--- config.mk ---
export PLATFORM = sky130hd
export DESIGN_NAME = div_unit
export DESIGN_NICKNAME = d
export VERILOG_FILES = /design/src/rtl/div_unit.sv
export SDC_FILE = /design/constraint.sdc
export NUM_CORES = 1
export LEC_CHECK = 0
export ABC_AREA = 1
export BUFFER_PORTS_ARGS = -buffer_cell sky130_fd_sc_hd__buf_2
export CAP_MARGIN = 20
export CORE_MARGIN = 2
export CORE_UTILIZATION = 45
export DETAILED_ROUTE_END_ITERATION = 8
export PLACE_DENSITY = 0.7
export SLEW_MARGIN = 20
export SYNTH_ARGS = -nofsm -noshare
export SYNTH_HDL_FRONTEND = slang
export SYNTH_SLANG_ARGS = --single-unit
--- constraint.sdc ---
create_clock -name Clk -period 3 [get_ports Clk]
set_input_delay 0.15 -clock Clk [delete_from_list [all_inputs] [get_ports Clk]]
set_output_delay 0.15 -clock Clk [all_outputs]
set_load 0.01 [all_outputs]
--- src/rtl/div_unit.sv ---
// Multicycle restoring divider for MIPS DIV/DIVU: one quotient bit per clock, sign fix-up at the end.
// Optional feature macro: DIV_UNSIGNED_EN adds the Unsigned select input for DIVU.
module div_unit #(
  parameter int WIDTH = 32
) (
  input  logic             Clk,
  input  logic             Reset,
  input  logic             StartDiv,
  input  logic [WIDTH-1:0] A,
  input  logic [WIDTH-1:0] B,
`ifdef DIV_UNSIGNED_EN
  input  logic             Unsigned,
`endif
  output logic [WIDTH-1:0] DivHigh,
  output logic [WIDTH-1:0] DivLow,
  output logic             DivStop,
  output logic             DivZero,
  output logic             DivBusy
);

  localparam int CW = (WIDTH > 1) ? $clog2(WIDTH) : 1;

  typedef enum logic [1:0] {IDLE, CALC, FIX, DONE} stateT;

  stateT            state;
  logic [CW-1:0]    count;
  logic [WIDTH-1:0] rem;
  logic [WIDTH-1:0] quot;
  logic [WIDTH-1:0] divisor;
  logic             negQuot;
  logic             negRem;

  logic             signedReq;
  logic [WIDTH-1:0] absA;
  logic [WIDTH-1:0] absB;
  logic [WIDTH:0]   remShift;
  logic [WIDTH-1:0] remDiff;
  logic             canSub;

`ifdef DIV_UNSIGNED_EN
  assign signedReq = ~Unsigned;
`else
  assign signedReq = 1'b1;
`endif

  // Magnitudes stay WIDTH-bit unsigned, so the most negative value maps onto itself.
  // The shifted remainder needs one extra bit because an unsigned divisor may use the MSB.
  always_comb begin
    absA     = (signedReq && A[WIDTH-1]) ? -A : A;
    absB     = (signedReq && B[WIDTH-1]) ? -B : B;
    remShift = {rem, quot[WIDTH-1]};
    canSub   = remShift >= {1'b0, divisor};
    remDiff  = remShift[WIDTH-1:0] - divisor;
  end

  always_ff @(posedge Clk) begin
    if (Reset) begin
      state   <= IDLE;
      count   <= '0;
      rem     <= '0;
      quot    <= '0;
      divisor <= '0;
      negQuot <= 1'b0;
      negRem  <= 1'b0;
      DivHigh <= '0;
      DivLow  <= '0;
      DivStop <= 1'b0;
      DivZero <= 1'b0;
      DivBusy <= 1'b0;
    end else begin
      case (state)
        IDLE: begin
          if (StartDiv) begin
            negQuot <= signedReq & (A[WIDTH-1] ^ B[WIDTH-1]);
            negRem  <= signedReq & A[WIDTH-1];
            divisor <= absB;
            if (B == '0) begin
              DivZero <= 1'b1;
              DivStop <= 1'b1;
              state   <= DONE;
            end else begin
              DivZero <= 1'b0;
              quot    <= absA;
              rem     <= '0;
              count   <= CW'(WIDTH - 1);
              DivBusy <= 1'b1;
              state   <= CALC;
            end
          end
        end
        CALC: begin
          rem   <= canSub ? remDiff : remShift[WIDTH-1:0];
          quot  <= {quot[WIDTH-2:0], canSub};
          count <= count - CW'(1);
          if (count == '0) state <= FIX;
        end
        FIX: begin
          DivLow  <= negQuot ? -quot : quot;
          DivHigh <= negRem ? -rem : rem;
          DivBusy <= 1'b0;
          DivStop <= 1'b1;
          state   <= DONE;
        end
        DONE: begin
          DivStop <= 1'b0;
          state   <= IDLE;
        end
        default: state <= IDLE;
      endcase
    end
  end

endmodule
==> impl_metrics.yaml, run 1 <==
critical_path:
  cp_max_fo: 19
  worst-endpoint-arrival_ps: 2920
  critical_path_class: "reg -> reg"
  cp_num_buf_inv: 2
  crit_chain: "ha_1 > nand2_1 > inv_2 > nand2_1 > nand2_1 > a21oi_1 > nand2_2 > nor2_8 > buf_4 > nand3b_1 > nand3_1 > a21oi_1"
  cp-end-kind: "flip-flop"
  startpoint_type: "flip-flop"
  worstPathRequired_ps: 3280
  path_common_cell: "nand2_1"
  crit_family: "simple AND/OR/NAND/NOR gates"
  crit_path_max_incr_delay_ps: 510
  crit_slowest_cell: "dfxtp_1"
synthesis:
  yosys-mux-area-fraction_pct: 0
  synth_area_um2: 13600
  syn-num-nets: 2345
  yosys_warnings: 0
  synthSimpleGateAreaFrac_pct: 37.6
  synth_compound_area_share_pct: 15.3
  synth-main-ff-cell: "dfxtp_1"
  synth_xor_area_share_pct: 4.37
  synthAdderAreaFrac_pct: 4.10
  synth_edf_count: 0
  ys_async_sr_fraction_pct: 0
  synth_area_per_cell_um2: 6.10
  synth_cell_types: 51
  ys_ff_latch: 172
  synth_top_family_by_area: "simple AND/OR/NAND/NOR gates"
  ys_seq_area_share_pct: 25.3
  post_synth_inst_count: 2234
sta:
  hold_viol_final: 0
  layout_setup_ws_ps: 362
  relSlewSlack_pct: 34.2
  post-route-period-util_pct: 87.9
  setup_viol: 0
  skew_ps: 19.7
  fin_hold_ws_ps: 23.4
  layout_min_cycle_time_ps: 2640
  setup-tns-final_ps: 0
  timing.fmax_ghz: 0.379
  slew_violations: 0
  rsz0062_at_grt: "no"
  worst_pin_slew_ps: 987
placed_design:
  pre_cts_ws_ps: 393
  placement.io_buffers: 133
  detailed_place_hpwl_mm: 35.1
  place_congestion: 0.965
route:
  dr_total_vias: 14300
  via_per_inst: 5.26
  drc: 0
  drt_iter0_drc: 1161
  totalWireLength_mm: 44.8
  dr.pass1.iters: 8
  final_antenna_net_count: 0
  wl_per_cell_um: 16.5
clock_network:
  cts_tree: "yes"
  cts_root_buf: "clkbuf_16"
  cts_buffer_depth: 2
  htree_levels: 4
  numCtsBuffers: 17
  clk_pin_slew_ps: 70
  clkLatencyLatePin_ps: 460
  ctsResizeCount: 0
  clock-sinks: 172
flow_run:
  maxCapViolations: 0
finish:
  finalNetCount: 2432
  n_antenna_cell: 0
  area_growth_pct: 10.8
  drive_gt1_share_pct: 13.2
floorplan:
  pin_count: 134
  start_util_pct: 45.8
  dieArea_um2: 31700
  fp-row-count: 63
  die_w_um: 178
  die_h_um: 178
  core_area_um2: 29700
grt:
  grt_max_degree: 71
  grt_use_total_pct: 28.5
  grt_antenna_before_repair: 1
  grt_overflow: 0
  grt_pass1_wl_mm: 70.2
  grt_pass1_vias: 13100
hold_path:
  worstHoldPathType: "in -> reg"
status:
  status: "finished clean"
power:
  ir_drop_mv: 0.570
  power.density_nw_per_um2: 820
  p_leak_nw: 7.91
  fin_total_pwr_mw: 12.4
==> metal layers <==
| metal | vias up | wire length (um) | GRT usage, % |
|---|---|---|---|
| li1 | 7264 | - | - |
| met1 | 6494 | 20800 | 39.1 |
| met2 | 481 | 19800 | 45.0 |
| met3 | 73 | 3010 | 4.61 |
| met4 | 0 | 1270 | 9.80 |
| met5 | - | 0 | 0 |
==> worst paths after layout <==
check	startpoint	to	slack (ps)	depth (start not counted)
worst max-delay path	rem[26]	rem[6]	360	12
worst min-delay path	A[30]	quot[30]	20	4
worst max register to register	rem[26]	rem[6]	360	12
worst min register to register	count[0]	count[0]	450	1
==> final cells by class <==
cell class | count | area, um2
Clock inverter | 10 | 140
Tap cell | 390 | 488
Inverter | 365 | 1370
Sequential cell | 172 | 3440
Timing Repair Buffer | 151 | 818
Clock buffer | 20 | 457
Multi-Input combinational cell | 1614 | 8370
Fill cell | 3075 | 14600
==> where the power goes <==
part	switching, mW	internal (mW)
combinational	4.47	2.03
clock	0.987	1.35
sequential	0.590	2.94
==> cell usage in the layout, fill, tap and decap left out, types with 6 or more instances in the layout <==
cell	instances
xnor2_1	28
inv_1	349
xor2_1	40
inv_2	13
nor3_1	24
buf_4	17
and2_1	8
a21oi_2	20
dfxtp_1	172
nand4_1	25
buf_2	132
a21oi_1	150
o221ai_1	16
nor2_2	13
a31oi_1	6
nand3_1	131
o211ai_1	25
nand2_2	14
ha_1	42
nand2_1	617
nand3_2	40
nand3b_1	11
nor2_1	222
clkbuf_16	17
o21ai_0	127
o21ai_1	10
==> worst reg2reg max path, cell delays in order (launching register included) <==
cell and delay (ps):
dfxtp_1 510, ha_1 360, nand2_1 160, inv_2 40, nand2_1 50, nand2_1 80, a21oi_1 260, nand2_2 130
nor2_8 230, buf_4 350, nand3b_1 130, nand3_1 100, a21oi_1 60
==> synthesized netlist by cell type (3+ instances only) <==
library cell  count  area [um2]
a31oi_1           6        37.5
nor2_2           13        81.3
o31ai_1           5        37.5
a21oi_2          20         175
buf_6            16         180
buf_2             4        20.0
clkinv_1          3        11.3
inv_1           349        1310
o21ai_1          10        50.1
dfxtp_1         172        3440
nor3_1           24         120
xor2_1           40         350
and2_1            8        50.1
inv_2            13        48.8
o221ai_1         16         140
o21ai_0         127         636
nor3_2            3        30.0
buf_4             3        22.5
a21oi_1         150         751
xnor2_1          28         245
nand3_1         131         656
nand2_1         617        2320
nand4_1          25         156
o21ai_2           4        35.0
nand3b_1         11        82.6
nor2_4            4        45.0
ha_1             43         538
nand3_2          40         400
nand2_2          14        87.6
nor4_1            4        25.0
o211ai_1         25         188
nor2_8            3        60.1
buf_1             7        26.3
nor2_1          222         833
or2_2             5        31.3
clkbuf_1         53         199
==> kinds of logic (layout without fill, tap and decap cells) <==
family                     Yosys count  after routing
and+or+nand+nor                   1135           1135
buffers and inverters              448            546
AOI/OAI and AO/OA                  367            367
DFF                                172            172
xor gates and xnor gates            68             68
adders and majority gates           44             44
==> sequential cells by signal (all words and copies together) (netlist names), 2 cells and up <==
| signal | cells |
|---|---|
| rem | 32 |
| DivLow | 32 |
| state | 2 |
| DivHigh | 32 |
| quot | 32 |
| divisor | 32 |
| count | 5 |
==> stage by stage <==
stage	cell area (um2)	std cells	utilization (%)
3_3_place_gp	14500	2691	48.7
3_5_place_dp	14500	2691	48.7
4_1_cts	15100	2722	50.8
6_report	15100	2722	50.8
5_1_grt	15100	2722	50.8
2_1_floorplan	13600	2234	-
==> what timing repair did <==
item / in CTS / in global routing
hold buffers: 1 / 0
endpoints found under the hold margin: 1 / 0
setup buffers: 0 / 0
Note: power is estimated with default switching activity, not from simulation.
==> run 2: changes to the inputs <==
--- a/config.mk
+++ b/config.mk
@@ -8,10 +8,12 @@
 export ABC_AREA = 1
 export BUFFER_PORTS_ARGS = -buffer_cell sky130_fd_sc_hd__buf_2
 export CAP_MARGIN = 20
+export CELL_PAD_IN_SITES_DETAIL_PLACEMENT = 1
+export CELL_PAD_IN_SITES_GLOBAL_PLACEMENT = 2
 export CORE_MARGIN = 2
-export CORE_UTILIZATION = 45
+export CORE_UTILIZATION = 35
 export DETAILED_ROUTE_END_ITERATION = 8
-export PLACE_DENSITY = 0.7
+export PLACE_DENSITY = 0.94
 export SLEW_MARGIN = 20
 export SYNTH_ARGS = -nofsm -noshare
 export SYNTH_HDL_FRONTEND = slang
==> impl_metrics.yaml, run 2 (synthesized netlist as in run 1, its figures left out) <==
finish:
  drive_gt1_share_pct: 13.3
  layout_commonest_cell: "nand2_1"
  finalNetCount: 2431
  fin_cells: 2851
  n_antenna_cell: 0
  nFillCells: 5312
  fin_util_pct: 39.5
  layout_common_cells: "nand2_1 (617), inv_1 (349), nor2_1 (222), dfxtp_1 (172), a21oi_1 (150)"
  area_growth_pct: 11.9
clock_network:
  htree_levels: 4
  clkLatencyLatePin_ps: 460
  clk_pin_slew_ps: 70
  ctsHoldBuffers: 0
  ctsResizeCount: 0
  cts_root_buf: "clkbuf_16"
  numCtsBuffers: 17
  clock-sinks: 172
  cts_setup_buffers: 0
  cts_buffer_depth: 2
  cts_tree: "yes"
critical_path:
  crit_chain: "ha_1 > nand2_2 > inv_2 > nand2_1 > nand2_1 > nand2_1 > nand2_1 > nand2_1 > nand2_2 > nor2_8 > buf_4 > nand3b_1 > nand3_1 > a21oi_1"
  worst-endpoint-arrival_ps: 2970
  startpoint_type: "flip-flop"
  r2r-end: "rem[6]"
  cp-end-kind: "flip-flop"
  crit_path_max_incr_delay_ps: 570
  cp-endpoint: "rem[6]"
  worstPathRequired_ps: 3310
  reg2reg_slack_ps: 340
  critical_path_class: "reg -> reg"
  ff2ff_path_depth: 14
  cp_max_fo: 22
  path_common_cell: "nand2_1"
  setup.worst_path.start: "rem[18]"
  crit_slowest_cell: "dfxtp_1"
  worstReg2RegStart: "rem[18]"
grt:
  grt_util_met2_pct: 42.8
  grt_pass1_wl_mm: 80.8
  grt_max_degree: 116
  grt_use_total_pct: 25.2
  top_usage_layer: "met2"
  grt_util_met1_pct: 33.3
  grt_overflow: 0
  grtUsageMet3_pct: 2.92
  grt_pass1_vias: 14700
  grt_antenna_before_repair: 1
sta:
  worst_pin_slew_ps: 714
  rsz0062_at_grt: "no"
  skew_ps: 14.3
  setup-tns-final_ps: 0
  timing.fmax_ghz: 0.376
  hold_viol_final: 0
  layout_setup_ws_ps: 338
  post-route-period-util_pct: 88.7
  layout_min_cycle_time_ps: 2660
  setup_viol: 0
  relSlewSlack_pct: 52.4
  slew_violations: 0
floorplan:
  dieArea_um2: 40500
  core_area_um2: 38600
  die_h_um: 201
  pin_count: 134
  start_util_pct: 35.3
  fp-row-count: 72
  die_w_um: 201
placed_design:
  pre_cts_ws_ps: 374
  detailed_place_hpwl_mm: 40.7
  place_congestion: 0.917
  placement.io_buffers: 133
  placed_cells: 2819
route:
  wl_per_cell_um: 17.7
  drc: 0
  via_per_inst: 5.08
  totalWireLength_mm: 50.5
  dr.pass1.iters: 4
  drt_iter0_drc: 817
  dr_total_vias: 14500
  final_antenna_net_count: 0
hold_path:
  worstHoldPathType: "in -> reg"
status:
  status: "finished clean"
flow_run:
  maxCapViolations: 0
power:
  ir_drop_mv: 0.565
  fin_total_pwr_mw: 12.4
  p_leak_nw: 7.88
  power.density_nw_per_um2: 816
[run 2: worst min-delay path by stage]
stage | end | from | cells past startpoint | slack [ps]
2_1_floorplan | divisor[31] | B[29] | 3 | 330
3_3_place_gp | count[0] | count[0] | 1 | 440
3_5_place_dp | count[0] | count[0] | 1 | 450
4_1_cts | divisor[3] | B[3] | 3 | 0.3
5_1_grt | divisor[3] | B[3] | 3 | 20
6_report | divisor[3] | B[3] | 3 | 10
[run 2: area by class of cell]
class	count	area [um2]	share of cell area, %
inverters	365	1370	8.99
well taps	518	648	4.25
repair buffers	150	833	5.47
clock inverters	13	118	0.772
flip-flops and latches	172	3440	22.6
clock buffers	19	453	2.97
multi-input cells	1614	8370	54.9
[run 2: per-stage QoR]
step / hold WS, ps / instance area, um2
after floorplan: 329 / 13600
after global placement: 440 / 14700
after detailed placement: 447 / 14700
after CTS: 0.301 / 15200
after global routing: 18.7 / 15200
final: 14.0 / 15200
[run 2: report_power, final]
part	switching [mW]	internal (mW)
logic	4.69	2.05
registers	0.558	2.93
clock network	1.01	1.18
total	6.26	6.17
[run 2: worst max-delay path: cells and delay by family (launching register included)]
kind | cells | cell delay [ps]
AOI/OAI and AO/OA | 1 | 70
adders and majority gates | 1 | 380
buffers and inverters | 2 | 410
DFF | 1 | 570
and+or+nand+nor | 10 | 1070
[run 2: routing by layer]
layer / wire (um) / part of all wire, %
met2: 23600 / 47
met3: 1510 / 3.0
met1: 24000 / 47
met4: 1380 / 2.7
met5: 0 / 0
